File: src/rtl/rejunity_fp4_mul_i8.sv
// ---------------------------------------------------------------------------
// rejunity_fp4_mul_i8
//
// Outer-product matrix-multiply tile for a TinyTapeout slot. FP4 (e2m1)
// weights and signed int8 activations stream in one element per clock.
// Every COMPUTE_SLICES cycles the two vectors are complete and their outer
// product is added into an N x N array of 16-bit signed accumulators. On the
// same edge the previous accumulator contents are halved, saturated to int8
// and loaded into an output buffer that shifts out on uo_out, one entry per
// cycle, in row-major order (row = weight index, column = activation index).
//
// FP4 values are kept doubled (0.5 -> 1) so the datapath stays integer; the
// final >>>1 in the readout removes that scaling.
//
// Ports
//   clk      : clock, all state updates on the rising edge
//   rst_n    : synchronous active-low reset
//   ena      : slot-selected flag, unused
//   ui_in    : [3:0] FP4 weight code, [4] zero_acc, [7:5] unused
//   uio_in   : signed int8 activation
//   uo_out   : serial saturated int8 result stream
//   uio_out  : constant 0
//   uio_oe   : constant 0 (all bidirectional pins are inputs)
// ---------------------------------------------------------------------------
module rejunity_fp4_mul_i8 #(
  parameter int COMPUTE_SLICES = 4
) (
  input  logic       clk,
  input  logic       rst_n,
  input  logic       ena,
  input  logic [7:0] ui_in,
  input  logic [7:0] uio_in,
  output logic [7:0] uo_out,
  output logic [7:0] uio_out,
  output logic [7:0] uio_oe
);

  localparam int N  = COMPUTE_SLICES;
  localparam int NN = N * N;
  localparam int CW = $clog2(N);

  // Doubled FP4 magnitude; bit 3 negates, and -0 naturally collapses to 0.
  function automatic logic signed [4:0] fp4_decode(input logic [3:0] code);
    logic signed [4:0] mag;
    case (code[2:0])
      3'd0:    mag = 5'sd0;
      3'd1:    mag = 5'sd1;
      3'd2:    mag = 5'sd2;
      3'd3:    mag = 5'sd3;
      3'd4:    mag = 5'sd4;
      3'd5:    mag = 5'sd6;
      3'd6:    mag = 5'sd8;
      default: mag = 5'sd12;
    endcase
    return code[3] ? -mag : mag;
  endfunction

  // Undo the x2 weight scaling (floor), then clamp to the int8 range.
  function automatic logic [7:0] sat8(input logic signed [15:0] acc);
    logic signed [15:0] half;
    half = acc >>> 1;
    if (half > 16'sd127)       return 8'h7f;
    else if (half < -16'sd128) return 8'h80;
    else                       return half[7:0];
  endfunction

  // Elements 0..N-2 of the current step; element N-1 is used live.
  logic signed [4:0]  w_q   [N-1];
  logic signed [7:0]  a_q   [N-1];
  logic signed [15:0] acc_q [N][N];
  logic        [7:0]  buf_q [NN];
  logic [CW-1:0]      cnt_q, cnt_d;

  logic signed [4:0]  w_live;
  logic signed [7:0]  a_live;
  logic signed [4:0]  w_vec [N];
  logic signed [7:0]  a_vec [N];
  logic signed [15:0] acc_d [N][N];
  logic signed [11:0] prod;
  logic               last;
  logic               zero_acc;

  assign last     = (cnt_q == CW'(N - 1));
  assign zero_acc = ui_in[4];

  // NOTE: every combinational output is assigned before any conditional
  // logic, so no path leaves a value held and no latch is inferred.
  always_comb begin
    w_live = fp4_decode(ui_in[3:0]);
    a_live = $signed(uio_in);
    cnt_d  = last ? '0 : cnt_q + CW'(1);
    prod   = '0;
    for (int k = 0; k < N - 1; k++) begin
      w_vec[k] = w_q[k];
      a_vec[k] = a_q[k];
    end
    w_vec[N-1] = w_live;
    a_vec[N-1] = a_live;
    for (int i = 0; i < N; i++) begin
      for (int j = 0; j < N; j++) begin
        // |12 x -128| = 1536 fits a 12-bit signed product.
        prod        = 12'(w_vec[i]) * 12'(a_vec[j]);
        acc_d[i][j] = zero_acc ? 16'(prod) : acc_q[i][j] + 16'(prod);
      end
    end
  end

  // NOTE: sequential state uses non-blocking assignments so every register
  // samples pre-edge values; the buffer load therefore sees the accumulators
  // before this step's update, which is the intended readout.
  always_ff @(posedge clk) begin
    if (!rst_n) begin
      cnt_q <= '0;
      for (int k = 0; k < N - 1; k++) begin
        w_q[k] <= '0;
        a_q[k] <= '0;
      end
      // NOTE: the accumulator array and output buffer are cleared on reset
      // because a reset must discard all earlier results; this costs reset
      // fan-out to every bit, which is accepted for this small array.
      for (int i = 0; i < N; i++) begin
        for (int j = 0; j < N; j++) begin
          acc_q[i][j] <= '0;
        end
      end
      for (int k = 0; k < NN; k++) begin
        buf_q[k] <= '0;
      end
    end else begin
      cnt_q <= cnt_d;
      for (int k = 0; k < N - 1; k++) begin
        if (cnt_q == CW'(k)) begin
          w_q[k] <= w_live;
          a_q[k] <= a_live;
        end
      end
      if (last) begin
        // Load overrides the shift on the step-completion edge.
        for (int i = 0; i < N; i++) begin
          for (int j = 0; j < N; j++) begin
            buf_q[i*N + j] <= sat8(acc_q[i][j]);
            acc_q[i][j]    <= acc_d[i][j];
          end
        end
      end else begin
        for (int k = 0; k < NN - 1; k++) begin
          buf_q[k] <= buf_q[k+1];
        end
        buf_q[NN-1] <= '0;
      end
    end
  end

  assign uo_out  = buf_q[0];
  assign uio_out = 8'h00;
  assign uio_oe  = 8'h00;

  logic unused_ok;
  assign unused_ok = &{1'b0, ena, ui_in[7:5]};

endmodule

File: config.mk
export PLATFORM = sky130hd
export DESIGN_NAME = rejunity_fp4_mul_i8
export DESIGN_NICKNAME = d
export VERILOG_FILES = /design/src/rtl/rejunity_fp4_mul_i8.sv
export SDC_FILE = /design/constraint.sdc
export NUM_CORES = 2
export LEC_CHECK = 0
export ABC_AREA = 1
export BUFFER_PORTS_ARGS = -buffer_cell sky130_fd_sc_hd__buf_4
export CAP_MARGIN = 20
export CORE_MARGIN = 2
export CORE_UTILIZATION = 45
export CTS_CLUSTER_DIAMETER = 120
export DETAILED_ROUTE_END_ITERATION = 16
export GPL_ROUTABILITY_DRIVEN = 0
export PLACE_DENSITY = 0.6
export RECOVER_POWER = 100
export SETUP_SLACK_MARGIN = 0.02
export SLEW_MARGIN = 20
export SYNTH_ARGS = -nofsm -noshare
export SYNTH_HDL_FRONTEND = slang
export SYNTH_SLANG_ARGS = --single-unit
File: constraint.sdc
create_clock -name clk -period 10.8 [get_ports clk]
set_clock_uncertainty 0.05 [all_clocks]
set_input_delay 2.16 -clock clk [delete_from_list [all_inputs] [get_ports clk]]
set_output_delay 2.16 -clock clk [all_outputs]
set_load 0.1 [all_outputs]
# Word-level counts from Yosys, hierarchy flattened
# Memory sizes are Yosys's and may differ from the RTL's.
# Cells that the tools add are included.
[totals] ff_bits=2 ram_bits=423 input_bits=19 output_inout_bits=24 word_cells=290 n_memories=4
[op_classes] addsub=18 n_mul=16 magnitude_cmp=32 eq_ne=9 n_mux=152 bitwise_logic=55 n_reduce_logical=3
[memory_table] name="acc_q" words=4 word_bits=64 rd=4 rd_clocked_by_memory_dff=0 write_ports=4 line="70" text="logic signed [15:0] acc_q [N][N];"
[memory_table] name="buf_q" words=16 word_bits=8 rd=16 rd_clocked_by_memory_dff=0 write_ports=16 line="71" text="logic [7:0] buf_q [NN];"
[memory_table] name="a_q" words=3 word_bits=8 rd=3 rd_clocked_by_memory_dff=0 write_ports=3 line="69" text="logic signed [7:0] a_q [N-1];"
[memory_table] name="w_q" words=3 word_bits=5 rd=3 rd_clocked_by_memory_dff=0 write_ports=3 line="68" text="logic signed [4:0] w_q [N-1];"
[ops] operator="two-way mux 8 bit" n=99
[ops] operator="two-way mux 16 bit" n=32
[ops] operator="adder 16 x 12 -> 16 bit" n=16
[ops] operator="greater-than comparator 15 x 8 -> 1 bit (second input constant)" n=16
[ops] operator="< comparator 15 x 8 -> 1 bit (second input constant)" n=16
[ops] operator="multiplier 5 x 8 -> 12 bit" n=16
[ops] operator="bitwise OR 1 bit" n=54
[ops] operator="one-hot mux 4 bit (7 select lines)" n=1
[ops] operator="two-way mux 5 bit" n=4
[ops] operator="two-way mux 1 bit" n=16
[ops] operator="== test 3 bit (second input constant)" n=3
[ops] operator="== test 3 x 2 -> 1 bit (second input constant)" n=2
[ops] operator="negation 5 bit" n=1
[ops] operator="== test 2 bit (second input constant)" n=2
[ops] operator="== test 3 x 1 -> 1 bit (second input constant)" n=1
[ops] operator="logical NOT 3 bit" n=1
[ops] operator="adder 2 x 1 -> 2 bit (second input constant)" n=1
[ops] operator="== test 2 x 1 -> 1 bit (second input constant)" n=1
[ops] operator="logical NOT 2 bit" n=1
[ops] operator="OR reduction 2 bit" n=1
[ops] operator="NOT 1 bit" n=1

# Logic depth before layout (Yosys ltp)
[logic_depth] depth_word=8 depth_mapped=41 ltp_nobuf=39

# Worst setup path before layout
# OpenSTA, ideal clock, no wires.
[synth_path] path_kind="input-to-reg" from="input port rst_n" to="memory acc_q[0][0] (netlist name), enable pin" setup_time_ns=2.209 arrival_time_ns=7.382 required_ns=8.541 slack_ns=1.159 path_stages=4 n_path_buf=1 cell_sequence="buf_2 inv_1 nor2_2 clkinv_1"
[synth_rtl] item="from (decl)" line="29" text="input logic rst_n,"
[synth_rtl] item="to (decl)" line="70"

==> flow_summary_export.csv <==
group,metric,value,unit
outcome,status,"finished, violations left",
outcome,failed_checks,"max-capacitance violations, max-slew violations",
floorplanning,initial_core_util,45.3,%
clocking,cts_buffers,55,
global_route,met2_usage,41.5,%
sta,fmax,108,MHz
drt,vias_per_cell,5.27,
worst_setup_path,critical_path_required,11180,ps
power,peakVddDrop,159,uV
synthesis,synth-edff-count,415,
floorplanning,die_y,345,um
synthesis,ys_seq_elements,425,
drt,drcViolationCount,0,
synthesis,mappedNetlistArea,52400,um^2
power,swShare,50.7,%
min_path,hold_depth,1,
power,netSwitchingPower,6090,uW
global_route,grt_pass1_vias,44100,
clocking,clockBufferDepth,3,
worst_setup_path,worstSetupPathType,"primary input to flop",
clocking,cts_tree,"done",
clocking,postCtsHoldBufs,0,
power,combPwrFrac,65.1,%
global_route,track_usage,24.2,%
clocking,cts_resized,0,
global_route,grtUsageMet3,2.43,%
drt,drtPass1Iterations,5,
clocking,cts_setup_buffers,0,
finish,layout-drive-gt1-share,3.32,%
power,internal-power,5920,uW
clocking,cts-htree-levels,2,
sta,rsz0062_at_grt,"no",
clocking,clock_latency,700,ps
synthesis,synthesis.instances,6922,
sta,finalSetupViolations,0,
worst_setup_path,regToRegEndpoint,"buf_q[0][39]$_SDFFCE_PN0P_",
global_route,grt_max_degree,102,
global_route,antenna_found_initial,5,
worst_setup_path,slowest_delay,1060,ps
drt,postRouteAntennaNets,0,
floorplanning,dieWidth,345,um
global_route,overflow,0,
place,portBuffers,22,
floorplanning,core_area,116000,um^2
worst_setup_path,path_max_fanout,28,
job,max_cap_viol_count,6,
worst_setup_path,rrSetupSlack,3300,ps
power,seqPwrFrac,17.9,%
min_path,hold_path_startpoint,"cnt_q[0]$_SDFF_PN0_",
worst_setup_path,cp_slowest_cell,"a21oi_1",
min_path,hp-class,"flop to flop",
synthesis,ys_warn_count,0,
finish,finalNonFillerCells,8523,
power,power.leakage,0.0296,uW
synthesis,synth.avg_cell_area,7.58,um^2
sta,finalCritPeriodShare,86.0,%
clocking,cts-root-buf,"clkbuf_16",
worst_setup_path,cp.arrival,9670,ps
drt,drt_wl_total,145,mm
min_path,min_to,"cnt_q[0]$_SDFF_PN0_",
synthesis,synth_cell_types,44,
global_route,grt_pass1_wl,233,mm
finish,regArea,12700,um^2
sta,slew_violations,321,
place,dpl.cell_count,8421,
global_route,busiest_layer,"met2",
drt,drt-wirelength-per-cell,17.0,um
synthesis,ys.flop_type,"edfxtp_1",
clocking,clkTransAtPathRegs,70,ps
finish,finalNetCount,7935,
power,p_clk_share,17.0,%
worst_setup_path,r2r-start,"cnt_q[0]$_SDFF_PN0_",
worst_setup_path,worstRegToRegCells,6,
place,dp_hpwl,109,mm
floorplanning,rows,125,
drt,drt_iter0_markers,3026,
floorplanning,io_pins,43,
synthesis,async_reset_ff_share,0,%
clocking,cts_sinks,425,
sta,worst_pin_slew,5290,ps
power,p_per_area,214,nW/um^2
finish,syn_to_final_growth,7.17,%
finish,multi_input_area,35000,um^2
sta,max_slew_margin,-255,%
finish,nFillCells,11500,
floorplanning,dieArea,119000,um^2
sta,finalSetupTns,0,ps
worst_setup_path,critPathCaptureType,"flop",
worst_setup_path,cp_common_cell,"inv_1",
synthesis,ys_seq_area_share,24.1,%
global_route,grt_use_met1,31.6,%
drt,via_count,44900,
worst_setup_path,worstSetupStartpointType,"primary input",
sta,finalHoldViolCount,0,
sta,min_period,9290,ps
## critical path, delay by kind of cell
kind | cells | cell delay (ps)
fa+ha+maj | 6 | 2800
simple gates | 14 | 1550
compound gates | 3 | 1430
buf+inv | 8 | 1700
## layer usage
| layer | share of wire, % | up-vias | wire (um) |
|---|---|---|---|
| met2 | 47 | 1115 | 67600 |
| met5 | 0.025 | - | 36 |
| met1 | 44 | 21200 | 64300 |
| met3 | 5.3 | 214 | 7710 |
| li1 | - | 22300 | - |
| met4 | 3.6 | 6 | 5190 |
## cells in the final DEF, fill, tap and decap left out, types with 11 or more instances in the layout
master        n
bufinv_16    11
nand3b_1     42
nor4_1       23
nor3_1       38
nand3_1     343
nand2_2      19
buf_4        40
ha_1        561
nor2_1      578
xnor2_1      45
or2_2        43
a21oi_1     645
clkbuf_1     22
nand2_1    1648
inv_1      1133
clkbuf_16    55
fa_1        400
conb_1      136
o21bai_1     24
o21ai_0     455
xor2_1      140
nand4_1      34
edfxtp_1    415
a21o_1       26
nand3_2      17
## power by group through the flow
stage / Sequential, uW / Combinational (uW) / Clock [uW]
floorplan: 2080 / 6010 / 0
global placement: 2170 / 7670 / 0
detailed placement: 2170 / 7740 / 0
CTS: 2140 / 7800 / 2090
global route: 2160 / 8940 / 2140
finish: 2140 / 7820 / 2040
## how the worst max path moves through the flow
stage	depth (start not counted)	from	slack (ps)	to
after floorplan	4	rst_n	1160	acc_q[0][0]$_SDFFCE_PN0P_
after global placement	37	ui_in[0]	1980	acc_q[3][31]$_SDFFCE_PN0P_
after detailed placement	31	ui_in[0]	1960	acc_q[3][47]$_SDFFCE_PN0P_
after CTS	31	ui_in[0]	2660	acc_q[3][47]$_SDFFCE_PN0P_
after global routing	7	rst_n	1100	buf_q[0][39]$_SDFFCE_PN0P_
final	31	ui_in[0]	1510	acc_q[3][31]$_SDFFCE_PN0P_
## cell type report
class,instances,share of cell area (%)
multi-input combinational,5271,62.2
clock buffer,62,2.50
antenna,3,0.0134
clock inverter,36,0.955
tap,1524,3.39
timing repair buffer,59,0.732
inverter,1143,7.65
sequential,425,22.5
## registers in the layout, summed over array words and instances (netlist names)
register  count
w_q          15
buf_q       128
acc_q       256
a_q          24
cnt_q         2
## cell families after synthesis
kind of cell	after synthesis	share of synthesized area (%)
flops	425	24.1
simple gates	2796	22.2
xor+xnor	185	3.09
fa+ha+maj	961	28.7
buf+inv	1360	10.1
other cells	2	0.0143
compound gates	1193	11.9
## cells in the mapped netlist, types with 2 or more instances
| cell | n | area (um^2) |
|---|---|---|
| a21o_1 | 26 | 195 |
| a21oi_1 | 643 | 3220 |
| a21oi_2 | 8 | 70.1 |
| a31oi_1 | 10 | 62.6 |
| a41oi_1 | 6 | 52.6 |
| buf_1 | 25 | 93.8 |
| buf_2 | 24 | 120 |
| buf_4 | 31 | 233 |
| buf_6 | 3 | 33.8 |
| clkbuf_1 | 134 | 503 |
| clkinv_1 | 2 | 7.51 |
| clkinv_2 | 4 | 20.0 |
| conb_1 | 2 | 7.51 |
| dfxtp_1 | 10 | 200 |
| edfxtp_1 | 415 | 12500 |
| fa_1 | 400 | 8010 |
| ha_1 | 561 | 7020 |
| inv_1 | 1133 | 4250 |
| inv_2 | 4 | 15.0 |
| nand2_1 | 1645 | 6170 |
| nand2_2 | 22 | 138 |
| nand2_4 | 4 | 45.0 |
| nand3_1 | 342 | 1710 |
| nand3_2 | 18 | 180 |
| nand3_4 | 3 | 52.6 |
| nand3b_1 | 42 | 315 |
| nand4_1 | 34 | 213 |
| nor2_1 | 577 | 2170 |
| nor3_1 | 38 | 190 |
| nor4_1 | 23 | 144 |
| o211ai_1 | 9 | 67.6 |
| o21ai_0 | 454 | 2270 |
| o21ai_1 | 6 | 30.0 |
| o21ai_2 | 4 | 35.0 |
| o21bai_1 | 24 | 180 |
| or2_1 | 3 | 18.8 |
| or2_2 | 43 | 269 |
| xnor2_1 | 45 | 394 |
| xor2_1 | 140 | 1230 |
## metrics by stage
step	total power [uW]	worst slack (ps)	cell area (um^2)	util [%]	hold WS [ps]
floorplan	8090	1160	52900	-	383
global placement	9830	1980	54300	46.9	394
detailed placement	9910	1960	54300	46.9	403
CTS	12000	2660	56300	48.6	419
global route	13200	1100	56200	48.5	449
finish	12000	1510	56200	48.5	428
Note: power is estimated with default switching activity, not from simulation.
